==> src/rtl/match_controller.sv <==
// match_controller: game-flow FSM and score keeper for the pong/foosball design.
// Turns the start_game button and one-cycle goal pulses into scores, ball
// motion control (play_en, ball_reset, serve_dir) and match-end status.
// Optional feature macro: START_DEBOUNCE_EN adds a debounce filter on the
// synchronized start_game level (the default build has no filter).
//
// state       | meaning
// ------------+--------------------------------------------------------
// S_IDLE      | after reset, ball frozen, waiting for start_pulse
// S_SERVE     | single cycle, ball_reset pulse re-centres the ball
// S_PLAY      | ball moving, goal pulses update the score
// S_GOAL_HOLD | ball frozen for HOLD_CYCLES cycles after a goal or let
// S_GAME_OVER | match decided, winner shown, start_pulse begins a new match
module match_controller #(
    parameter int WIN_SCORE       = 9,
    parameter int HOLD_CYCLES     = 50_000_000,
    parameter int DEBOUNCE_CYCLES = 1_000_000
) (
    input  logic       clk_i,
    input  logic       reset_i,
    input  logic       start_game_i,
    input  logic       goal_p1_i,
    input  logic       goal_p2_i,
    output logic [3:0] score1_o,
    output logic [3:0] score2_o,
    output logic       play_en_o,
    output logic       ball_reset_o,
    output logic       serve_dir_o,
    output logic       game_over_o,
    output logic [1:0] winner_o
);

    localparam int                HOLD_W    = (HOLD_CYCLES > 1) ? $clog2(HOLD_CYCLES) : 1;
    localparam logic [HOLD_W-1:0] HOLD_LOAD = HOLD_W'(HOLD_CYCLES - 1);
    localparam logic [3:0]        WIN       = 4'(WIN_SCORE);

    typedef enum logic [2:0] {
        S_IDLE,
        S_SERVE,
        S_PLAY,
        S_GOAL_HOLD,
        S_GAME_OVER
    } state_t;

    // ------------------------------------------------------------------
    // start_game path: synchronizer, optional debounce, rising-edge pulse
    // ------------------------------------------------------------------
    logic sync1_q;
    logic sync2_q;
    logic edge_prev_q;
    logic start_pulse_q;
    logic start_level;

    // Two-flop synchronizer followed by a registered rising-edge detector.
    always_ff @(posedge clk_i) begin
        if (reset_i) begin
            sync1_q       <= 1'b0;
            sync2_q       <= 1'b0;
            edge_prev_q   <= 1'b0;
            start_pulse_q <= 1'b0;
        end else begin
            sync1_q       <= start_game_i;
            sync2_q       <= sync1_q;
            edge_prev_q   <= start_level;
            start_pulse_q <= start_level & ~edge_prev_q;
        end
    end

`ifdef START_DEBOUNCE_EN
    localparam int               DBC_W    = (DEBOUNCE_CYCLES > 1) ? $clog2(DEBOUNCE_CYCLES) : 1;
    localparam logic [DBC_W-1:0] DBC_LOAD = DBC_W'(DEBOUNCE_CYCLES - 1);

    logic             filt_q;
    logic [DBC_W-1:0] dbc_cnt_q;

    // Filtered level follows the synced input only after it has differed for
    // DEBOUNCE_CYCLES consecutive cycles; any agreement reloads the timer.
    always_ff @(posedge clk_i) begin
        if (reset_i) begin
            filt_q    <= 1'b0;
            dbc_cnt_q <= DBC_LOAD;
        end else if (sync2_q == filt_q) begin
            dbc_cnt_q <= DBC_LOAD;
        end else if (dbc_cnt_q == '0) begin
            filt_q    <= sync2_q;
            dbc_cnt_q <= DBC_LOAD;
        end else begin
            dbc_cnt_q <= dbc_cnt_q - DBC_W'(1);
        end
    end

    assign start_level = filt_q;
`else
    logic unused_dbc;

    assign start_level = sync2_q;
    assign unused_dbc  = ^DEBOUNCE_CYCLES;
`endif

    // ------------------------------------------------------------------
    // Game FSM with registered outputs
    // ------------------------------------------------------------------
    state_t            state_q,      state_d;
    logic [3:0]        score1_q,     score1_d;
    logic [3:0]        score2_q,     score2_d;
    logic              serve_dir_q,  serve_dir_d;
    logic [1:0]        winner_q,     winner_d;
    logic [HOLD_W-1:0] hold_cnt_q,   hold_cnt_d;
    logic              play_en_q,    play_en_d;
    logic              ball_reset_q, ball_reset_d;
    logic              game_over_q,  game_over_d;

    // State register and all registered outputs.
    always_ff @(posedge clk_i) begin
        if (reset_i) begin
            state_q      <= S_IDLE;
            score1_q     <= 4'd0;
            score2_q     <= 4'd0;
            serve_dir_q  <= 1'b0;
            winner_q     <= 2'b00;
            hold_cnt_q   <= '0;
            play_en_q    <= 1'b0;
            ball_reset_q <= 1'b0;
            game_over_q  <= 1'b0;
        end else begin
            state_q      <= state_d;
            score1_q     <= score1_d;
            score2_q     <= score2_d;
            serve_dir_q  <= serve_dir_d;
            winner_q     <= winner_d;
            hold_cnt_q   <= hold_cnt_d;
            play_en_q    <= play_en_d;
            ball_reset_q <= ball_reset_d;
            game_over_q  <= game_over_d;
        end
    end

    // Next-state, score and output decode; outputs are derived from the next
    // state so that they line up with the state they describe.
    always_comb begin
        state_d     = state_q;
        score1_d    = score1_q;
        score2_d    = score2_q;
        serve_dir_d = serve_dir_q;
        winner_d    = winner_q;
        hold_cnt_d  = hold_cnt_q;

        case (state_q)
            S_IDLE: begin
                if (start_pulse_q) begin
                    state_d = S_SERVE;
                end
            end
            S_SERVE: begin
                state_d = S_PLAY;
            end
            S_PLAY: begin
                if (goal_p1_i && goal_p2_i) begin
                    // let: nobody scores, serve direction kept
                    state_d    = S_GOAL_HOLD;
                    hold_cnt_d = HOLD_LOAD;
                end else if (goal_p1_i) begin
                    score1_d    = score1_q + 4'd1;
                    serve_dir_d = 1'b1;
                    if (score1_d == WIN) begin
                        state_d  = S_GAME_OVER;
                        winner_d = 2'b01;
                    end else begin
                        state_d    = S_GOAL_HOLD;
                        hold_cnt_d = HOLD_LOAD;
                    end
                end else if (goal_p2_i) begin
                    score2_d    = score2_q + 4'd1;
                    serve_dir_d = 1'b0;
                    if (score2_d == WIN) begin
                        state_d  = S_GAME_OVER;
                        winner_d = 2'b10;
                    end else begin
                        state_d    = S_GOAL_HOLD;
                        hold_cnt_d = HOLD_LOAD;
                    end
                end
            end
            S_GOAL_HOLD: begin
                if (hold_cnt_q == '0) begin
                    state_d = S_SERVE;
                end else begin
                    hold_cnt_d = hold_cnt_q - HOLD_W'(1);
                end
            end
            S_GAME_OVER: begin
                if (start_pulse_q) begin
                    score1_d    = 4'd0;
                    score2_d    = 4'd0;
                    winner_d    = 2'b00;
                    serve_dir_d = 1'b0;
                    state_d     = S_SERVE;
                end
            end
            default: begin
                state_d = S_IDLE;
            end
        endcase

        play_en_d    = (state_d == S_PLAY);
        ball_reset_d = (state_d == S_SERVE);
        game_over_d  = (state_d == S_GAME_OVER);
    end

    assign score1_o     = score1_q;
    assign score2_o     = score2_q;
    assign play_en_o    = play_en_q;
    assign ball_reset_o = ball_reset_q;
    assign serve_dir_o  = serve_dir_q;
    assign game_over_o  = game_over_q;
    assign winner_o     = winner_q;

endmodule

==> config.mk <==
export PLATFORM = sky130hd
export DESIGN_NAME = match_controller
export DESIGN_NICKNAME = d
export VERILOG_FILES = /design/src/rtl/match_controller.sv
export SDC_FILE = /design/constraint.sdc
export NUM_CORES = 1
export LEC_CHECK = 0
export BUFFER_PORTS_ARGS = -buffer_cell sky130_fd_sc_hd__buf_2
export CORE_MARGIN = 8
export CORE_UTILIZATION = 44
export CTS_CLUSTER_SIZE = 28
export DETAILED_ROUTE_END_ITERATION = 16
export GPL_ROUTABILITY_DRIVEN = 0
export PLACE_DENSITY = 0.59
export SYNTH_ARGS = -nofsm -noshare
export SYNTH_HDL_FRONTEND = slang
export SYNTH_SLANG_ARGS = --single-unit
==> constraint.sdc <==
create_clock -name clk_i -period 5.3 [get_ports clk_i]
set_clock_uncertainty 0.1 [all_clocks]
set_input_delay 0.795 -clock clk_i [delete_from_list [all_inputs] [get_ports clk_i]]
set_output_delay 0.795 -clock clk_i [all_outputs]
set_load 0.02 [all_outputs]
# Word level (Yosys, flattened, before mapping)

Index checks and enable logic that the tools add are counted.

Add/sub/neg operators: 3
Multipliers: 0
Divide/modulo/power cells: 0
Order comparisons: 0
Equal/unequal tests: 21
Shift operators: 0
Multiplexer cells: 35
Bitwise operators: 2
Reductions and logical operators: 11

Operator list:

| kind                                                                 | count |
|---|---|
| 26-bit two-way mux                                                   | 6 |
| 26-bit one-hot mux with 2 select lines                               | 1 |
| 26-bit zero test                                                     | 1 |
| 26-bit by 1-bit subtractor with 26-bit output, second input constant | 1 |
| 4-bit two-way mux                                                    | 6 |
| 3-bit two-way mux                                                    | 7 |
| 4-bit one-hot mux with 2 select lines                                | 2 |
| 2-bit two-way mux                                                    | 6 |
| 2-bit inequality test, second input constant                         | 6 |
| 4-bit inequality test, second input constant                         | 3 |
| 3-bit one-hot mux with 4 select lines                                | 1 |
| 5-bit AND reduction                                                  | 2 |
| 3-bit by 2-bit == test with 1-bit output, second input constant      | 3 |
| 3-bit inequality test, second input constant                         | 3 |
| 4-bit by 1-bit adder with 4-bit output, second input constant        | 2 |
| 4-bit == test, second input constant                                 | 2 |
| 4-bit AND reduction                                                  | 2 |
| 3-bit by 1-bit == test with 1-bit output, second input constant      | 2 |
| 3-bit == test, second input constant                                 | 2 |
| 6-bit AND reduction                                                  | 1 |
| 1-bit two-way mux                                                    | 4 |
| 2-bit one-hot mux with 2 select lines                                | 1 |
| 2-bit nonzero test                                                   | 2 |
| 3-bit zero test                                                      | 1 |
| other kinds (5)                                                      | 5 |

Register bits after elaboration: 47
Latch bits: 0
Memory bits (writable): 0
Memory bits (read-only): 0
Output and inout port bits: 14
Logic and storage cells: 85
Memories kept: 0

# Depth between registers and ports, before layout

Word-level depth: 8
Depth in mapped cells: 11
Mapped depth without buffers: 8

# Worst setup path after synthesis

OpenSTA, ideal clock, no wires.

Path type: register to register
Start: reg score2_q[0], in the netlist score2_o[0]
End: reg hold_cnt_q[9]
Library setup time: 70 ps
Arrival time: 2686 ps
Data required time: 5130 ps
Path slack: 2444 ps
Cell stages (with the launch flop): 11
Period minus slack after synthesis: 2856 ps
Path through: dfxtp_1 > inv_1 > ha_1 > nor2b_1 > and4_1 > a311o_1 > buf_4 > or3_4 > buf_6 > or4_2 > a21oi_1

Cells in the longest elaborated chain, start to end: 4

RTL lines:

| what                                   | line | RTL |
|---|---|---|
| start, declared                        | 105  | `logic [3:0] score2_q, score2_d;` |
| start signal, assigned                 | 128  | `score2_q <= score2_d;` |
| 4-bit by 1-bit adder with 4-bit output | 173  | `score2_d = score2_q + 4'd1;` |
| 4-bit == test                          | 175  | `if (score2_d == WIN) begin` |
| 4-bit inequality test (no line)        | -    |  |
| 5-bit AND reduction (no line)          | -    |  |
| end signal, assigned                   | 131  | `hold_cnt_q <= hold_cnt_d;` |
| end, declared                          | 108  | `logic [HOLD_W-1:0] hold_cnt_q, hold_cnt_d;` |

Every way passes these cells.
A chain may end at the register's enable or synchronous reset.

# Final worst setup path

Start: reg state_q[0]
End: reg hold_cnt_q[3]

Cells in the longest elaborated chain, start to end: 3
Elaborated cells between the ends (all ways): 9
Those cells by class: 6 x eq/ne; 1 x mux; 2 x reduce/logical

RTL lines:

| what                                                    | line | RTL |
|---|---|---|
| start, declared                                         | 103  | `state_t state_q, state_d;` |
| start signal, assigned                                  | 126  | `state_q <= state_d;` |
| 3-bit by 2-bit == test with 1-bit output                | 148  | `case (state_q)` |
| 4-bit inequality test (no line) (tied with other cells) | -    |  |
| 5-bit AND reduction (no line)                           | -    |  |

Several ways; a longest one is shown, not always the timed one.

==> out/results.tsv <==
metric	value	unit
post-synth cell types	63	
Synth Flop Type	dfxtp_1	
crit path kind	flop to flop	
CTS H-tree lvls	2	
Vias/cell	5.719	
CP max-delay cell	nor3_1	
CP cell instances	nor2_1, and4_1, a311o_1, nor3_1, a21oi_1, a311oi_1	
TritonCTS Sinks	47	
post-CTS sizing	0	
MaxCap Viol Count	0	
f_max	320.2	MHz
Die Height	92.15	um
DR pass1 iterations	5	
dpl hpwl	4048	um
crit path DAT	3240	ps
most frequent cells in the layout	dfxtp_1, nor2_1, a21oi_1	
PwrDens	293.1	nW/um^2
hold_buf cts	0	
crit-path max cell delay	990	ps
layout cells sized above 1	12.66	%
total wire length	5816	um
status	finished clean	
Routed Antenna Nets	0	
Rel. slew slack	19.62	%
Mapped Nets	314	
CP top delay family	simple AND/OR/NAND/NOR gates	
layout net count	325	
ys async rst share	0	%
Ports	19	
Syn Area/Cell	8.392	um^2
Hold WC Path Type	flop to flop	
overall routing resource usage	14.35	%
CTS tree	yes	
CTS Buffer Depth	2	
Core Area	5540	um^2
Die ar.	8491	um^2
DR WL/cell	14.99	um
number of diodes	0	
clock root cell	clkbuf_8	
type of origin of the critical path	flop	
Initial Util	46.05	%
Max VDD drop	182.8	uV
Tot Pwr	802.8	uW
Final Hold Vio Count	0	
post-CTS setup buffers	0	
initial antenna violation count	0	
fin crit share	58.92	%
worst-margin pin slew	1197	ps
port bufs	18	
cell count after synthesis	304	
Row Count	27	
fill count	548	
footprint of the multi-input gates	1456	um^2
final core utilization	49.44	%
Num CTS Buffers	5	
Warnings, synthesis	0	
drt initial violations	97	
endpoints failing setup	0	
Data required, critical path	5410	ps
most common cell after layout, fill and taps aside	dfxtp_1	
vias	2219	
Lkg Pwr	0.001063	uW
unrepaired setup endpoints after global routing	false	
Residual DRC	0	
clock input transition at the sequential cells of the worst setup and hold paths	100	ps
register area share after synthesis	36.88	%
TNS Setup	0	ps
vias in the first global route	2166	
worst-path maximum fanout	20	
Area growth, synth to finish	7.357	%
Slew Limit Fails	0	
global-route wire length before repair	10290	um
GRT Residual Overflow	0	
Tmin final	3123	ps
Post-synth EDFFs	0	
#FFs+latches synth	47	
Clock Latency Late Sink	300	ps
die width	92.15	um
largest net degree at the start of global routing	42	
Worst Setup End Kind	flop	
FF+latch area	940.9	um^2
Worst Path Buf+Inv	0	
Mapped Area	2551	um^2
-- cells by family (layout without fill, tap and decap cells) --
logic type,Yosys count,count (layout),share of synthesized area [%]
and+or+nand+nor,137,137,31.54
AOI/OAI and AO/OA,82,82,20.65
DFF,47,47,36.88
buffers and inverters,26,38,6.032
xor gates and xnor gates,6,6,2.060
adders and majority gates,5,5,2.452
muxes,1,1,0.3924
-- synthesized netlist by cell type (3+ instances only) --
cell | count | area, um^2
nand2b_1 | 7 | 43.79
inv_1 | 12 | 45.04
clkbuf_1 | 4 | 15.01
nand4_1 | 4 | 25.02
buf_4 | 3 | 22.52
nor2_1 | 36 | 135.1
and2_1 | 5 | 31.28
nor4_1 | 8 | 50.05
nor3_1 | 10 | 50.05
o31ai_1 | 6 | 45.04
nand3b_1 | 5 | 37.54
o21ai_0 | 15 | 75.07
nand2_1 | 12 | 45.04
a21oi_1 | 30 | 150.1
xnor2_1 | 6 | 52.55
a31oi_1 | 4 | 25.02
dfxtp_1 | 47 | 940.9
or2_2 | 3 | 18.77
or3_1 | 4 | 25.02
nand3_1 | 5 | 25.02
nor2b_1 | 7 | 43.79
o21bai_1 | 4 | 30.03
buf_6 | 3 | 33.78
or4_1 | 9 | 67.56
ha_1 | 5 | 62.56
a311oi_1 | 4 | 35.03
-- stage by stage --
stage | hold WS (ps) | instances | setup WS [ps] | instance area [um^2]
after floorplan | 267.4 | 304 | 2444 | 2551
after global placement | 271.7 | 380 | 2065 | 2623
after detailed placement | 274.5 | 380 | 1978 | 2623
after CTS | 289.2 | 388 | 2155 | 2739
after global routing | 308.3 | 388 | 1880 | 2739
final | 288.5 | 388 | 2177 | 2739
-- layer usage --
metal	up-vias	share of wire (%)	global-route usage, %
met5	-	0	0
met4	0	0.89	3.624
met3	4	3.5	3.341
met2	31	43	21.57
met1	1025	52	20.00
li1	1159	-	-
-- sequential cells by signal, indices dropped and copies added, names as in the netlist --
register and count:
ball_reset_o 1, edge_prev_q 1, game_over_o 1, hold_cnt_q 26
play_en_o 1, score1_o 4, score2_o 4, serve_dir_o 1
start_level 1, start_pulse_q 1, state_q 3, sync1_q 1
winner_o 2
-- final cells by class --
type                            instances  share of cell area, %
Clock inverter                          3                  1.736
Inverter                               12                  1.645
Multi-Input combinational cell        231                  53.18
Clock buffer                            5                  2.513
Sequential cell                        47                  34.35
Timing Repair Buffer                   18                  3.289
Tap cell                               72                  3.289
-- worst reg2reg max path: cells and delay by family (launching register included) --
| kind | cells | cell delay [ps] |
|---|---|---|
| DFF | 1 | 770 |
| and+or+nand+nor | 3 | 1290 |
| AOI/OAI and AO/OA | 3 | 890 |
-- final timing paths --
| check | startpoint | end | slack [ps] | depth (start not counted) |
|---|---|---|---|---|
| hold reg to reg | edge_prev_q | start_pulse_q | 290 | 1 |
| hold / removal | edge_prev_q | start_pulse_q | 290 | 1 |
| setup / recovery | state_q[0] | hold_cnt_q[3] | 2180 | 6 |
| setup reg to reg | state_q[0] | hold_cnt_q[3] | 2180 | 6 |
-- where the power goes --
| group | switching, uW | internal, uW | leakage (uW) |
|---|---|---|---|
| clock | 133 | 143 | 0.0000587 |
| combinational | 94.4 | 51.6 | 0.000624 |
| sequential | 14.6 | 366 | 0.000380 |
No activity file was read; power rests on OpenSTA's default activity.
